--- src/rtl/uart_pkg.sv ---
// ============================================================================
// Module  : uart_pkg
// Brief   : Shared constants and encodings for the UART word-sender path.
// Revision: 1.0
// ============================================================================
`default_nettype none

package uart_pkg;

    localparam int         DBITS        = 8;
    localparam logic [7:0] SYNC_DEFAULT = 8'hA5;

    typedef enum logic [1:0] {
        ST_IDLE = 2'd0,
        ST_SEND = 2'd1,
        ST_WAIT = 2'd2
    } state_t;

    // Which byte of the frame is currently presented to the Transmitter.
    typedef enum logic [1:0] {
        SEL_HDR  = 2'd0,
        SEL_DATA = 2'd1,
        SEL_CSUM = 2'd2
    } sel_t;

endpackage

`default_nettype wire

--- src/rtl/sync_word_fifo.sv ---
// ============================================================================
// Module  : sync_word_fifo
// Brief   : Single-clock word FIFO, 2**ADDR_W entries, asynchronous-read data.
// Revision: 1.0
// ============================================================================
`default_nettype none

module sync_word_fifo #(
    parameter int WIDTH  = 32,
    parameter int ADDR_W = 2
) (
    input  logic             clk,
    input  logic             reset,
    input  logic             wr_en,
    input  logic [WIDTH-1:0] wr_data,
    input  logic             rd_en,
    output logic [WIDTH-1:0] rd_data,
    output logic             full,
    output logic             empty
);

    localparam int DEPTH = 2 ** ADDR_W;

    logic [WIDTH-1:0]  r_mem [DEPTH];
    logic [ADDR_W-1:0] r_wr_ptr;
    logic [ADDR_W-1:0] r_rd_ptr;
    logic [ADDR_W:0]   r_count;
    logic              w_push;
    logic              w_pop;

    assign full    = (r_count == (ADDR_W+1)'(DEPTH));
    assign empty   = (r_count == '0);
    assign w_push  = wr_en && !full;
    assign w_pop   = rd_en && !empty;
    assign rd_data = r_mem[r_rd_ptr];

    always_ff @(posedge clk) begin
        if (w_push) begin
            r_mem[r_wr_ptr] <= wr_data;
        end
    end

    always_ff @(posedge clk) begin
        if (reset) begin
            r_wr_ptr <= '0;
            r_rd_ptr <= '0;
            r_count  <= '0;
        end else begin
            if (w_push) begin
                r_wr_ptr <= r_wr_ptr + 1'b1;
            end
            if (w_pop) begin
                r_rd_ptr <= r_rd_ptr + 1'b1;
            end
            case ({w_push, w_pop})
                2'b10:   r_count <= r_count + 1'b1;
                2'b01:   r_count <= r_count - 1'b1;
                default: r_count <= r_count;
            endcase
        end
    end

endmodule

`default_nettype wire

--- src/rtl/uart_word_sender.sv ---
// ============================================================================
// Module  : uart_word_sender
// Brief   : Frames buffered words as SYNC, data bytes MSB first, XOR checksum.
// Revision: 1.0
// ============================================================================
`default_nettype none

module uart_word_sender
    import uart_pkg::*;
#(
    parameter int         WORD_W    = 32,
    parameter int         FIFO_EXP  = 2,
    parameter logic [7:0] SYNC_BYTE = SYNC_DEFAULT
) (
    input  logic              clk,
    input  logic              reset,
    input  logic              i_wr_en,
    input  logic [WORD_W-1:0] i_wr_data,
    output logic              o_full,
    output logic              o_overflow,
    output logic              o_busy,
    output logic              o_tx_start,
    output logic [7:0]        o_tx_data,
    input  logic              i_tx_done
);

    localparam int NBYTES = WORD_W / DBITS;
    localparam int CNT_W  = (NBYTES > 1) ? $clog2(NBYTES) : 1;
    localparam logic [CNT_W-1:0] LAST_BYTE = CNT_W'(NBYTES - 1);

    logic              w_fifo_full;
    logic              w_fifo_empty;
    logic              w_fifo_rd;
    logic [WORD_W-1:0] w_fifo_dout;
    logic [DBITS-1:0]  w_next_byte;

    state_t            r_state;
    sel_t              r_sel;
    logic [CNT_W-1:0]  r_cnt;
    logic [DBITS-1:0]  r_csum;
    logic [WORD_W-1:0] r_shift;
    logic              r_tx_start;
    logic [DBITS-1:0]  r_tx_data;
    logic              r_overflow;

    sync_word_fifo #(
        .WIDTH  (WORD_W),
        .ADDR_W (FIFO_EXP)
    ) u_fifo (
        .clk     (clk),
        .reset   (reset),
        .wr_en   (i_wr_en),
        .wr_data (i_wr_data),
        .rd_en   (w_fifo_rd),
        .rd_data (w_fifo_dout),
        .full    (w_fifo_full),
        .empty   (w_fifo_empty)
    );

    assign w_fifo_rd   = (r_state == ST_IDLE) && !w_fifo_empty;
    assign w_next_byte = r_shift[WORD_W-1 -: DBITS];

    assign o_full      = w_fifo_full;
    assign o_overflow  = r_overflow;
    assign o_busy      = (r_state != ST_IDLE) || !w_fifo_empty;
    assign o_tx_start  = r_tx_start;
    assign o_tx_data   = r_tx_data;

    // Start pulse and byte are registered on entry to SEND so they line up
    // with the SEND state; WAIT simply leaves r_tx_data untouched.
    always_ff @(posedge clk) begin
        if (reset) begin
            r_state    <= ST_IDLE;
            r_sel      <= SEL_HDR;
            r_cnt      <= '0;
            r_csum     <= '0;
            r_shift    <= '0;
            r_tx_start <= 1'b0;
            r_tx_data  <= '0;
            r_overflow <= 1'b0;
        end else begin
            r_tx_start <= 1'b0;
            if (i_wr_en && w_fifo_full) begin
                r_overflow <= 1'b1;
            end

            case (r_state)
                ST_IDLE: begin
                    if (!w_fifo_empty) begin
                        r_shift    <= w_fifo_dout;
                        r_csum     <= '0;
                        r_cnt      <= '0;
                        r_sel      <= SEL_HDR;
                        r_tx_data  <= SYNC_BYTE;
                        r_tx_start <= 1'b1;
                        r_state    <= ST_SEND;
                    end
                end

                ST_SEND: begin
                    r_state <= ST_WAIT;
                end

                ST_WAIT: begin
                    if (i_tx_done) begin
                        case (r_sel)
                            SEL_HDR: begin
                                r_sel      <= SEL_DATA;
                                r_cnt      <= '0;
                                r_tx_data  <= w_next_byte;
                                r_csum     <= r_csum ^ w_next_byte;
                                r_shift    <= r_shift << DBITS;
                                r_tx_start <= 1'b1;
                                r_state    <= ST_SEND;
                            end
                            SEL_DATA: begin
                                if (r_cnt == LAST_BYTE) begin
                                    r_sel     <= SEL_CSUM;
                                    r_tx_data <= r_csum;
                                end else begin
                                    r_cnt     <= r_cnt + 1'b1;
                                    r_tx_data <= w_next_byte;
                                    r_csum    <= r_csum ^ w_next_byte;
                                    r_shift   <= r_shift << DBITS;
                                end
                                r_tx_start <= 1'b1;
                                r_state    <= ST_SEND;
                            end
                            default: begin
                                r_state <= ST_IDLE;
                            end
                        endcase
                    end
                end

                default: begin
                    r_state <= ST_IDLE;
                end
            endcase
        end
    end

endmodule

`default_nettype wire
--- config.mk ---
export PLATFORM = sky130hd
export DESIGN_NAME = uart_word_sender
export DESIGN_NICKNAME = d
export VERILOG_FILES = /design/src/rtl/uart_pkg.sv /design/src/rtl/sync_word_fifo.sv /design/src/rtl/uart_word_sender.sv
export SDC_FILE = /design/constraint.sdc
export NUM_CORES = 1
export LEC_CHECK = 0
export BUFFER_PORTS_ARGS = -buffer_cell sky130_fd_sc_hd__buf_2
export CORE_ASPECT_RATIO = 1.2
export CORE_MARGIN = 2
export CORE_UTILIZATION = 38
export CTS_CLUSTER_DIAMETER = 150
export DETAILED_ROUTE_END_ITERATION = 16
export GPL_TIMING_DRIVEN = 0
export SYNTH_ARGS = -nofsm -noshare
export SYNTH_HDL_FRONTEND = slang
export SYNTH_HIERARCHICAL = 1
export SYNTH_SLANG_ARGS = --single-unit
--- constraint.sdc ---
create_clock -name clk -period 6.39 [get_ports clk]
set_input_delay 0 -clock clk [delete_from_list [all_inputs] [get_ports clk]]
set_output_delay 0 -clock clk [all_outputs]
set_load 0.005 [all_outputs]
* Yosys cells after proc, flatten, opt, wreduce, memory -nomap -nowiden
Memory sizes are Yosys's and may differ from the RTL's. A register that Yosys moved wholly into a read port is not among the register bits. Cells that the tools add are included.
Storage, ports and cells: register bits after elaboration 63, logic and storage cells 85, RAM bits 128, bits of input ports 36, memories kept 1
Operators by class: muxes and demuxes 37, equality and inequality tests 12, bitwise logic cells 1, add/subtract/negate cells 5, reductions and logical operators 18
Memory list:
- u_fifo.r_mem | depth 4, width 32, rd ports 1, clocked after Yosys merged registers in 1, wr ports 1, line sync_word_fifo.sv:24 | logic [WIDTH-1:0] r_mem [DEPTH];
Operators by type and width (count):
- $pmux 32 s2 | 2
- $mux 32 | 3
- $pmux 8 s2 | 4
- $mux 8 | 6
- $mux 2 | 9
- $pmux 2 s2 | 4
- $reduce_and 5->1 | 2
- $xor 8x8->8 | 1
- $add 2x1->2 const B | 3
- $eq 2x1->1 const B | 3
- $eq 2x2->1 const B | 3
- $mux 1 | 6
- $ne 3x3->1 const B | 2
- $pmux 2 s3 | 1
- $pmux 3 s2 | 1
- $reduce_bool 2->1 | 3
- $logic_and 1x1->1 | 4
- $logic_not 2->1 | 2
- $ne 2x2->1 const B | 2
- $reduce_and 4->1 | 1
- $add 3x1->3 const B | 1
- $eq 3x3->1 const B | 1
- $logic_not 3->1 | 1
- $ne 3x2->1 const B | 1
- 6 further kinds | 7

* Longest topological paths before layout
Gate-level depths: netlist of run 1.
depth after elaboration 6, gate-level depth with buffers 13, depth with buffers taken out 11

* Cells and area by module
Netlist of run 1, hierarchy kept.
By module, submodules not included:
- sync_word_fifo | area each 5143.7 um^2, cells an instance 221, sequential area each 4023.9 um^2, times used 1
- uart_word_sender | area each 2457.4 um^2, cells an instance 267, sequential area each 1121.1 um^2, times used 1

* Least setup slack after synthesis of run 1
Ideal clock, no wire load.
path kind register to register, start register u_fifo.r_count[0], end register u_fifo.r_count[2], cell stages (with the launch flop) 14, arrival 2.419 ns, slack 3.901 ns, required time 6.320 ns, buffers on the path 2, cells stage by stage dfxtp_1 -> nor3_2 -> or3_1 -> buf_4 -> clkinv_4 -> buf_4 -> o31ai_2 -> inv_1 -> ha_1 -> inv_1 -> fa_1 -> xor2_1 -> or3_1 -> a21oi_1
Between the ends: cells in the longest elaborated chain, start to end 6
Ends and longest elaborated chain:
- start, declared | line sync_word_fifo.sv:27 | logic [ADDR_W:0] r_count;
- start signal, assigned | line sync_word_fifo.sv:56 | 2'b10: r_count <= r_count + 1'b1;
- start signal, assigned | line sync_word_fifo.sv:57 | 2'b01: r_count <= r_count - 1'b1;
- start signal, assigned | line sync_word_fifo.sv:58 | default: r_count <= r_count;
- $logic_not 3->1 (*) | line sync_word_fifo.sv:32 | assign empty = (r_count == '0);
- via w_fifo_empty | line uart_word_sender.sv:32 | logic w_fifo_empty;
- $logic_not 1->1 (*) | line uart_word_sender.sv:60 | assign w_fifo_rd = (r_state == ST_IDLE) && !w_fifo_empty;
- $logic_and 1x1->1 (*) | line uart_word_sender.sv:60
- via w_fifo_rd | line uart_word_sender.sv:33 | logic w_fifo_rd;
- $logic_and 1x1->1 (*) | line sync_word_fifo.sv:34 | assign w_pop = rd_en && !empty;
- via u_fifo.w_pop | line sync_word_fifo.sv:29 | logic w_pop;
- $eq 2x1->1 or $eq 2x2->1 (tied branches) | line sync_word_fifo.sv:55 | case ({w_push, w_pop})
- $pmux 3 s2 or $reduce_bool 2->1 (tied branches)
The timed path passes the listed nets; every way through them passes the cells marked *. A chain may end at the register's enable or synchronous reset.

* Final worst setup path of run 1
Ends and elaborated chain as after synthesis.

==> results.py, run 1 <==
metrics = {
    "power": {
        "switching_power_w": 0.00116,
        "p_per_area_mw_per_mm2": 416,
        "sw_frac_of_total": 0.304,
        "power_frac_seq": 0.438,
        "pwr-share-comb": 0.296,
        "clock_power_share": 0.266,
        "p_int_w": 0.00265,
        "p_leak_nw": 3.28,
        "ir_drop_mv": 0.256,
    },
    "clock_tree": {
        "tritoncts": "built",
        "h-tree-depth": 4,
        "clk_latency_ps": 430,
        "cts.sinks": 193,
        "numCtsBuffers": 17,
        "ctsResizeCount": 0,
        "clk_pin_slew_worst_paths_ps": 70,
        "root_buffer": "clkbuf_16",
        "cts_buffer_depth": 2,
    },
    "sta": {
        "setup_ws_ps": 3580,
        "relSlewSlack": 0.615,
        "hold_viol": 0,
        "setup_viol": 0,
        "period_minus_slack_ps": 2810,
        "fin_skew_ps": 14.5,
        "timing.fmax_ghz": 0.355,
        "finalSetupTns_ps": 0,
        "hold_ws_ps": 322,
        "drv_slew": 0,
        "timing.final.crit_share": 0.440,
        "tightest_slew_ps": 578,
        "rsz0062_at_grt": "false",
    },
    "logic_synthesis": {
        "synth_cell_types": 43,
        "synth_seq_cells": 193,
        "avgSynthCellArea_um2": 15.6,
        "synth_edf_count": 128,
        "dominantRegCellSynth": "edfxtp_1",
        "syn-num-nets": 532,
        "yosys_warnings": 6,
        "synthArstFlopShare": 0,
        "ys_seq_area_frac": 0.677,
        "syn-instance-count": 488,
        "synthesis.area_mm2": 0.00760,
    },
    "cells_and_area": {
        "nets": 637,
        "final_common_cell": "edfxtp_1",
        "drive_gt1_frac": 0.236,
        "instances_no_fill": 867,
        "fillers": 1758,
        "final_cell_mix": "128 x edfxtp_1, 65 x dfxtp_1, 59 x buf_2",
        "area_delta_synth_final_pct": 20.5,
        "utilization": 0.467,
        "n_antenna_cell": 0,
    },
    "placement": {
        "dp.cells": 800,
        "placement.io_buffers": 47,
        "dp_slack_ps": 3590,
        "gp_congestion": 0.786,
        "place_hpwl_um": 9890,
    },
    "route": {
        "viasPerCell": 4.94,
        "wire_per_inst_um": 17.1,
        "vias": 4279,
        "route.detailed.drc": 0,
        "firstDrtPassIters": 5,
        "routed_wl_um": 14800,
        "drt_iter0_drc": 295,
        "postRouteAntennaNets": 0,
    },
    "global_routing": {
        "grt_max_degree": 33,
        "antenna_found_initial": 0,
        "grt.overflow.total": 0,
        "grt_pass1_vias": 4442,
        "grt_pass1_wl_um": 23900,
        "track_usage": 0.147,
    },
    "floorplan": {
        "dieArea_mm2": 0.0212,
        "initial_utilization": 0.387,
        "fp.dieH_um": 159,
        "core-area_mm2": 0.0196,
        "die_w_um": 133,
        "rows": 56,
        "io_pins": 48,
    },
    "setup_path": {
        "worstPathRequired_ps": 6730,
        "start_kind": "flip-flop",
        "r2r-start": "u_fifo/r_count[0]$_SDFFE_PP0P_",
        "crit_type": "flip-flop to flip-flop",
        "arrival_ps": 3160,
        "endpoint_kind": "flip-flop",
        "startpoint": "u_fifo/r_count[0]$_SDFFE_PP0P_",
        "reg2reg_slack_ps": 3580,
        "worstPathMaxFanout": 11,
    },
    "worst_hold_path": {
        "min_path_type": "input pin to flip-flop",
        "hold_start": "i_wr_data[19]",
    },
    "status": {
        "outcome": "finished clean",
    },
    "run": {
        "maxCapViolCount": 0,
    },
}
-- Yosys cell counts, drive strengths merged (5+ instances only) --
cell,instances,area (µm²)
a211oi,25,193
a21oi,13,65.1
a22oi,8,60.1
a311oi,7,61.3
buf,23,188
clkbuf,8,30.0
dfxtp,65,1300
edfxtp,128,3840
ha,7,87.6
inv,13,48.8
mux2i,26,260
mux4,32,728
nand2,23,86.3
nor2,52,195
nor3b,5,47.5
o21ai,12,60.1
-- power by group through the flow --
stage / combinational (W) / clock, W / sequential, W
finish: 0.00113 / 0.00101 / 0.00167
global route: 0.00125 / 0.00108 / 0.00169
CTS: 0.00115 / 0.00103 / 0.00167
detailed placement: 0.00113 / 0 / 0.00170
global placement: 0.00108 / 0 / 0.00169
floorplan: 0.000845 / 0 / 0.00166
-- registers in the layout (all words and copies together) (netlist names), 3 cells and up, named ones only --
signal	cells
u_fifo/r_count	3
o_tx_data	8
r_shift	32
u_fifo/r_mem	128
r_csum	8
-- layout make-up --
| class | count | area (µm²) | share of cell area |
|---|---|---|---|
| clock inverter | 10 | 114 | 0.0124 |
| timing repair buffer | 86 | 666 | 0.0727 |
| clock buffer | 22 | 444 | 0.0485 |
| multi-input combinational | 250 | 2190 | 0.239 |
| inverter | 14 | 57.6 | 0.00629 |
| buffer | 31 | 218 | 0.0238 |
| tap | 261 | 327 | 0.0357 |
| sequential | 193 | 5140 | 0.562 |
-- per-stage QoR --
step	total power, W	cell area [µm²]
after floorplan	0.00251	7600
after global placement	0.00277	8160
after detailed placement	0.00282	8250
after CTS	0.00385	9160
after global routing	0.00402	9160
final	0.00381	9160
-- cells by family (layout without fill, tap and decap cells) --
logic type / count (synthesis) / in the layout / synth area share
XOR/XNOR: 3 / 3 / 0.00346
AND/OR/NAND/NOR: 105 / 105 / 0.0655
multiplexers: 58 / 58 / 0.130
flip-flops: 193 / 193 / 0.677
buffers and inverters: 45 / 163 / 0.0362
adder cells (fa/ha/maj): 8 / 8 / 0.0142
AO/OA/AOI/OAI: 76 / 76 / 0.0737
-- path summary, 6_finish.rpt --
path	cells after the start	endpoint
worst max register to register	13	u_fifo/r_count[2]$_SDFFE_PP0P_
worst min-delay path	2	u_fifo/r_mem[0][19]$_DFFE_PP_
worst max-delay path	13	u_fifo/r_count[2]$_SDFFE_PP0P_
worst min register to register	1	r_csum[0]$_SDFFE_PP0P_
-- what timing repair did --
item / CTS / global route
setup buffers: 0 / 0
hold buffers: 35 / 0
endpoints found under the hold margin: 135 / 0
-- worst max-delay path, stage by stage, from the launching register on --
cell	delay (ps)
dfxtp_1	460
nor3_2	120
or3_1	320
buf_4	170
clkinv_4	60
buf_4	190
o31ai_2	110
inv_1	60
ha_1	170
inv_1	60
fa_1	370
xor2_1	170
or3_1	310
a21oi_1	180
-- routing by layer --
metal / up-vias / track usage / share of wire
li1: 2071 / - / -
met1: 2133 / 0.176 / 0.43
met2: 62 / 0.261 / 0.53
met3: 13 / 0.0315 / 0.027
met4: 0 / 0.0503 / 0.013
met5: - / 0 / 0
No activity file was read; power rests on OpenSTA's default activity.
==> inputs of run 2 (changes only) <==
- ABC_AREA: not set -> 1
- clock period: 6.39 -> 2.6 ns (I/O delays scaled with it)
==> results.py, run 2 <==
metrics = {
    "status": {
        "outcome": "finished clean",
    },
    "cells_and_area": {
        "reg_top3": "u_fifo/r_mem (128), r_shift (32)",
        "drive_gt1_frac": 0.161,
        "area_delta_synth_final_pct": 20.3,
        "final_common_cell": "nand2_1",
        "largest_reg_flops": 128,
        "final_cell_mix": "183 x nand2_1, 128 x edfxtp_1, 88 x nor2_1",
        "utilization": 0.465,
        "n_antenna_cell": 0,
        "final_cell_area_mm2": 0.00972,
        "top_register": "u_fifo/r_mem",
        "nets": 942,
    },
    "logic_synthesis": {
        "synth_cell_types": 26,
        "avgSynthCellArea_um2": 10.2,
        "synth-compound-area-share": 0.107,
        "synth_top_area_share": 0.476,
        "synthArstFlopShare": 0,
        "synthMuxAreaShare": 0,
        "synth_most_common_cell": "nand2_1",
        "synth_area_leader_cell": "edfxtp_1",
        "synthAdderAreaFrac": 0.0133,
        "ys_seq_area_frac": 0.637,
        "synth_common_cells": "183 x nand2_1, 128 x edfxtp_1, 92 x nor2_1, 65 x dfxtp_1, 61 x a21oi_1",
        "synth_edf_count": 128,
        "synthesis.area_mm2": 0.00808,
        "syn-instance-count": 791,
        "synthTopCellsByArea": "edfxtp_1 48%, dfxtp_1 16%, nand2_1 8.5%, nor2_1 4.3%, a21oi_1 3.8%",
        "synth_top_family_by_area": "simple AND/OR/NAND/NOR gates",
        "yosys.area_share.simple": 0.180,
        "yosys_warnings": 6,
        "synth_seq_cells": 193,
        "syn-num-nets": 835,
        "dominantRegCellSynth": "edfxtp_1",
        "synth_xor_area_frac": 0,
    },
    "sta": {
        "timing.fmax_ghz": 0.458,
        "hold_viol": 0,
        "relSlewSlack": 0.590,
        "tightest_slew_ps": 615,
        "period_minus_slack_ps": 2180,
        "finalSetupTns_ps": 0,
        "setup_viol": 0,
        "hold_ws_ps": 323,
        "timing.final.crit_share": 0.840,
        "drv_slew": 0,
        "rsz0062_at_grt": "false",
        "fin_skew_ps": 13.0,
    },
    "floorplan": {
        "io_pins": 48,
        "rows": 58,
        "die_w_um": 137,
        "core-area_mm2": 0.0209,
        "dieArea_mm2": 0.0224,
        "initial_utilization": 0.386,
        "fp.dieH_um": 164,
    },
    "clock_tree": {
        "numCtsBuffers": 17,
        "cts_buffer_depth": 2,
        "clk_latency_ps": 430,
        "root_buffer": "clkbuf_16",
        "clk_pin_slew_worst_paths_ps": 70,
        "tritoncts": "built",
        "h-tree-depth": 4,
        "cts.sinks": 193,
    },
    "setup_path": {
        "crit_type": "flip-flop to flip-flop",
        "worstPathRequired_ps": 2930,
        "start_kind": "flip-flop",
        "endpoint_kind": "flip-flop",
        "worstPathMaxFanout": 8,
        "arrival_ps": 2510,
    },
    "route": {
        "postRouteAntennaNets": 0,
        "route.detailed.drc": 0,
        "routed_wl_um": 18200,
        "firstDrtPassIters": 4,
        "vias": 5759,
        "drt_iter0_drc": 373,
        "wire_per_inst_um": 15.4,
        "viasPerCell": 4.88,
    },
    "placement": {
        "placement.io_buffers": 47,
        "gp_congestion": 0.761,
        "dpl-instance-area_mm2": 0.00876,
        "place_hpwl_um": 12300,
    },
    "power": {
        "switching_power_w": 0.00342,
        "pwr-share-comb": 0.329,
        "sw_frac_of_total": 0.347,
        "power_frac_seq": 0.411,
        "p_leak_nw": 3.67,
        "p_total_w": 0.00987,
        "p_int_w": 0.00645,
        "p_per_area_mw_per_mm2": 1020,
        "clock_power_share": 0.261,
        "ir_drop_mv": 0.635,
    },
    "global_routing": {
        "grt.overflow.total": 0,
        "grt_pass1_wl_um": 29000,
        "grt_pass1_vias": 5639,
        "track_usage": 0.171,
        "antenna_found_initial": 0,
        "grt_max_degree": 28,
    },
    "worst_hold_path": {
        "min_path_type": "input pin to flip-flop",
    },
    "run": {
        "maxCapViolCount": 0,
    },
}
[run 2: cell types whose count changed after synthesis, sizes merged, moves of 25 or more]
cell / before / now
nand3: 2 / 49
mux4: 32 / 0
o22ai: 1 / 32
a21oi: 13 / 61
o21ai: 12 / 72
nand2: 23 / 192
nor2: 52 / 95
a211oi: 25 / 0
inv: 13 / 46
mux2i: 26 / 0
[run 2: cell families after synthesis]
| kind of cell | Yosys count |
|---|---|
| fa+ha+maj | 8 |
| flops | 193 |
| buf+inv | 89 |
| simple gates | 336 |
| compound gates | 165 |
[run 2: final timing paths]
| check | startpoint | to | slack [ps] | cells past startpoint |
|---|---|---|---|---|
| max reg2reg | u_fifo/r_count[1]$_SDFFE_PP0P_ | u_fifo/r_count[2]$_SDFFE_PP0P_ | 420 | 17 |
| max | u_fifo/r_count[1]$_SDFFE_PP0P_ | u_fifo/r_count[2]$_SDFFE_PP0P_ | 420 | 17 |
| min reg2reg | r_shift[0]$_SDFFE_PP0P_ | r_shift[0]$_SDFFE_PP0P_ | 460 | 2 |
| min | i_wr_data[22] | u_fifo/r_mem[0][22]$_DFFE_PP_ | 320 | 2 |
[run 2: critical path, stage by stage (launching register included)]
cell and delay [ps]:
dfxtp_1 380, nor2_2 70, nand2_2 110, inv_1 80
inv_1 90, nand2_4 120, clkinvlp_4 150, nand2_1 70
inv_1 80, ha_1 160, inv_1 60, fa_1 370
inv_1 60, nand2_1 50, nand3_1 90, nand2_1 60
nand2_1 50, nor2_1 40
[run 2: power by group through the flow]
stage / sequential, W / combinational (W) / clock, W
final: 0.00405 / 0.00324 / 0.00257
after detailed placement: 0.00412 / 0.00319 / 0
after global routing: 0.00411 / 0.00365 / 0.00276
after CTS: 0.00405 / 0.00325 / 0.00262
after global placement: 0.00413 / 0.00311 / 0
after floorplan: 0.00408 / 0.00229 / 0
[run 2: area by class of cell]
type	count	area (µm²)
Buffer	42	323
Clock buffer	18	429
Clock inverter	14	156
Fill cell	1968	11200
Inverter	47	188
Multi-Input combinational cell	509	2450
Sequential cell	193	5140
Tap cell	270	338
Timing Repair Buffer	88	683
[run 2: layer usage]
metal  GRT usage  routed length [µm]  part of all wire
met1       0.211                8170              0.45
met2       0.297                9030              0.50
met3      0.0299                 483             0.027
met4      0.0637                 481             0.026
met5           0                   0                 0
[run 2: repair_timing]
| action | CTS | global route |
|---|---|---|
| hold buffers | 36 | 0 |
| setup endpoints to repair | 0 | 2 |
| setup buffers | 0 | 1 |
| gates resized for setup | 0 | 1 |
| hold endpoints to repair | 139 | 0 |
[run 2: through the flow]
stage / instances / setup slack (ps)
5_1_grt: 1181 / 170
2_1_floorplan: 791 / 241
3_5_place_dp: 1112 / 125
3_3_place_gp: 1108 / -1190
4_1_cts: 1180 / 106
6_report: 1181 / 416
==> inputs of run 3 (changes only) <==
- clock period: 2.6 -> 1.8 ns (I/O delays scaled with it)
==> results.py, run 3 (synthesized netlist as in run 2, its figures left out) <==
metrics = {
    "cells_and_area": {
        "nets": 947,
        "final_common_cell": "nand2_1",
        "area_delta_synth_final_pct": 22.0,
        "drive_gt1_frac": 0.190,
        "fillers": 1930,
        "n_antenna_cell": 0,
        "top_register": "u_fifo/r_mem",
        "final_cell_mix": "180 x nand2_1, 128 x edfxtp_1, 86 x nor2_1",
        "reg_top3": "u_fifo/r_mem (128), r_shift (32)",
        "utilization": 0.471,
        "instances_no_fill": 1186,
        "largest_reg_flops": 128,
    },
    "sta": {
        "period_minus_slack_ps": 1800,
        "drv_slew": 0,
        "setup_ws_ps": -4.50,
        "rsz0062_at_grt": "true",
        "relSlewSlack": 0.557,
        "hold_viol": 0,
        "timing.fmax_ghz": 0.554,
        "setup_viol": 1,
        "fin_skew_ps": 8.26,
        "hold_ws_ps": 312,
        "timing.final.crit_share": 1.00,
        "tightest_slew_ps": 663,
    },
    "setup_path": {
        "worstPathMaxFanout": 2,
        "worst-path-buf-inv": 6,
        "cpMostUsedCell": "inv_4",
        "cpLargestDelayFamily": "adder cells",
        "crit_type": "flip-flop to flip-flop",
        "arrival_ps": 2140,
        "crit_slowest_cell": "fa_2",
        "endpoint_kind": "flip-flop",
        "cp_cell_sequence": "nor2_4, nand2_2, inv_2, inv_4, nand2_8, clkinv_8, nand2_4, inv_4, ha_4, inv_4, fa_2, inv_2, nand2_2, nand3_2, nand2_1, nand2_1, nor2_1",
        "worstPathRequired_ps": 2130,
        "cpPeakStageDelay_ps": 370,
        "start_kind": "flip-flop",
    },
    "clock_tree": {
        "cts.sinks": 193,
        "cts_buffer_depth": 2,
        "clk_latency_ps": 440,
        "h-tree-depth": 4,
        "tritoncts": "built",
        "numCtsBuffers": 17,
        "root_buffer": "clkbuf_16",
        "clk_pin_slew_worst_paths_ps": 70,
    },
    "route": {
        "viasPerCell": 4.93,
        "routed_wl_um": 18800,
        "postRouteAntennaNets": 0,
        "firstDrtPassIters": 4,
        "wire_per_inst_um": 15.8,
        "route.detailed.drc": 0,
        "vias": 5847,
        "drt_iter0_drc": 471,
    },
    "floorplan": {
        "rows": 58,
        "die_w_um": 137,
        "io_pins": 48,
        "dieArea_mm2": 0.0224,
        "core-area_mm2": 0.0209,
        "initial_utilization": 0.386,
        "fp.dieH_um": 164,
    },
    "global_routing": {
        "grt_max_degree": 28,
        "grt_pass1_vias": 5717,
        "grt.overflow.total": 0,
        "antenna_found_initial": 0,
        "track_usage": 0.175,
        "grt_pass1_wl_um": 29800,
    },
    "power": {
        "p_leak_nw": 3.73,
        "p_int_w": 0.00960,
        "clock_power_share": 0.266,
        "p_per_area_mw_per_mm2": 1500,
        "ir_drop_mv": 0.840,
        "sw_frac_of_total": 0.352,
        "switching_power_w": 0.00521,
        "pwr-share-comb": 0.337,
        "power_frac_seq": 0.397,
    },
    "placement": {
        "place_hpwl_um": 11800,
        "placement.io_buffers": 47,
        "gp_congestion": 0.806,
        "dp.cells": 1110,
        "dp_slack_ps": -261,
    },
    "run": {
        "maxCapViolCount": 0,
    },
    "status": {
        "violations": "negative setup slack",
        "outcome": "complete, but fails checks",
    },
    "worst_hold_path": {
        "min_path_type": "input pin to flip-flop",
    },
}
[run 3: final timing paths]
check | start | end | slack (ps) | cells after the start
worst max-delay path | u_fifo/r_count[1]$_SDFFE_PP0P_ | u_fifo/r_count[2]$_SDFFE_PP0P_ | -4 | 17
worst min-delay path | i_wr_data[6] | u_fifo/r_mem[0][6]$_DFFE_PP_ | 310 | 2
worst max register to register | u_fifo/r_count[1]$_SDFFE_PP0P_ | u_fifo/r_count[2]$_SDFFE_PP0P_ | -4 | 17
worst min register to register | r_shift[23]$_SDFFE_PP0P_ | r_shift[23]$_SDFFE_PP0P_ | 460 | 2
[run 3: per-stage QoR]
step                      setup TNS (ps)  power, W  cell area, µm²
after CTS                              0    0.0148            9810
after detailed placement           -8450    0.0106            8740
after floorplan                     -595   0.00926            8120
after global placement            -55730    0.0105            8690
final                              -4.50    0.0148            9850
after global routing                -161    0.0157            9850
[run 3: power groups by stage]
stage	sequential [W]	clock (W)	combinational, W
4_1_cts	0.00589	0.00401	0.00491
5_1_grt	0.00599	0.00418	0.00556
6_report	0.00589	0.00394	0.00499
2_1_floorplan	0.00589	0	0.00337
3_5_place_dp	0.00597	0	0.00459
3_3_place_gp	0.00596	0	0.00454
[run 3: area by class of cell]
type                       instances  area [µm²]  area share
tap                              270         338      0.0343
multi-input combinational        511        2540       0.258
sequential                       193        5150       0.523
buffer                            42         324      0.0329
timing repair buffer              91         681      0.0691
inverter                          47         204      0.0207
clock buffer                      19         453      0.0460
clock inverter                    13         160      0.0163
[run 3: routing by layer]
| metal | global-route usage | wire (µm) | up-vias | share of wire |
|---|---|---|---|---|
| met2 | 0.298 | 9370 | 108 | 0.50 |
| met1 | 0.226 | 8450 | 2798 | 0.45 |
| li1 | - | - | 2919 | - |
| met4 | 0.0562 | 262 | 0 | 0.014 |
| met5 | 0 | 0 | - | 0 |
| met3 | 0.0327 | 697 | 22 | 0.037 |
[run 3: what timing repair did]
item                                    4_1_cts  5_1_grt
hold buffers                                 36        0
gates cloned                                  2        0
endpoints found under the setup margin       66        6
resized for setup                            10       12
pin swaps                                     4        7
endpoints found under the hold margin       139        0
buffers inserted                              4        2
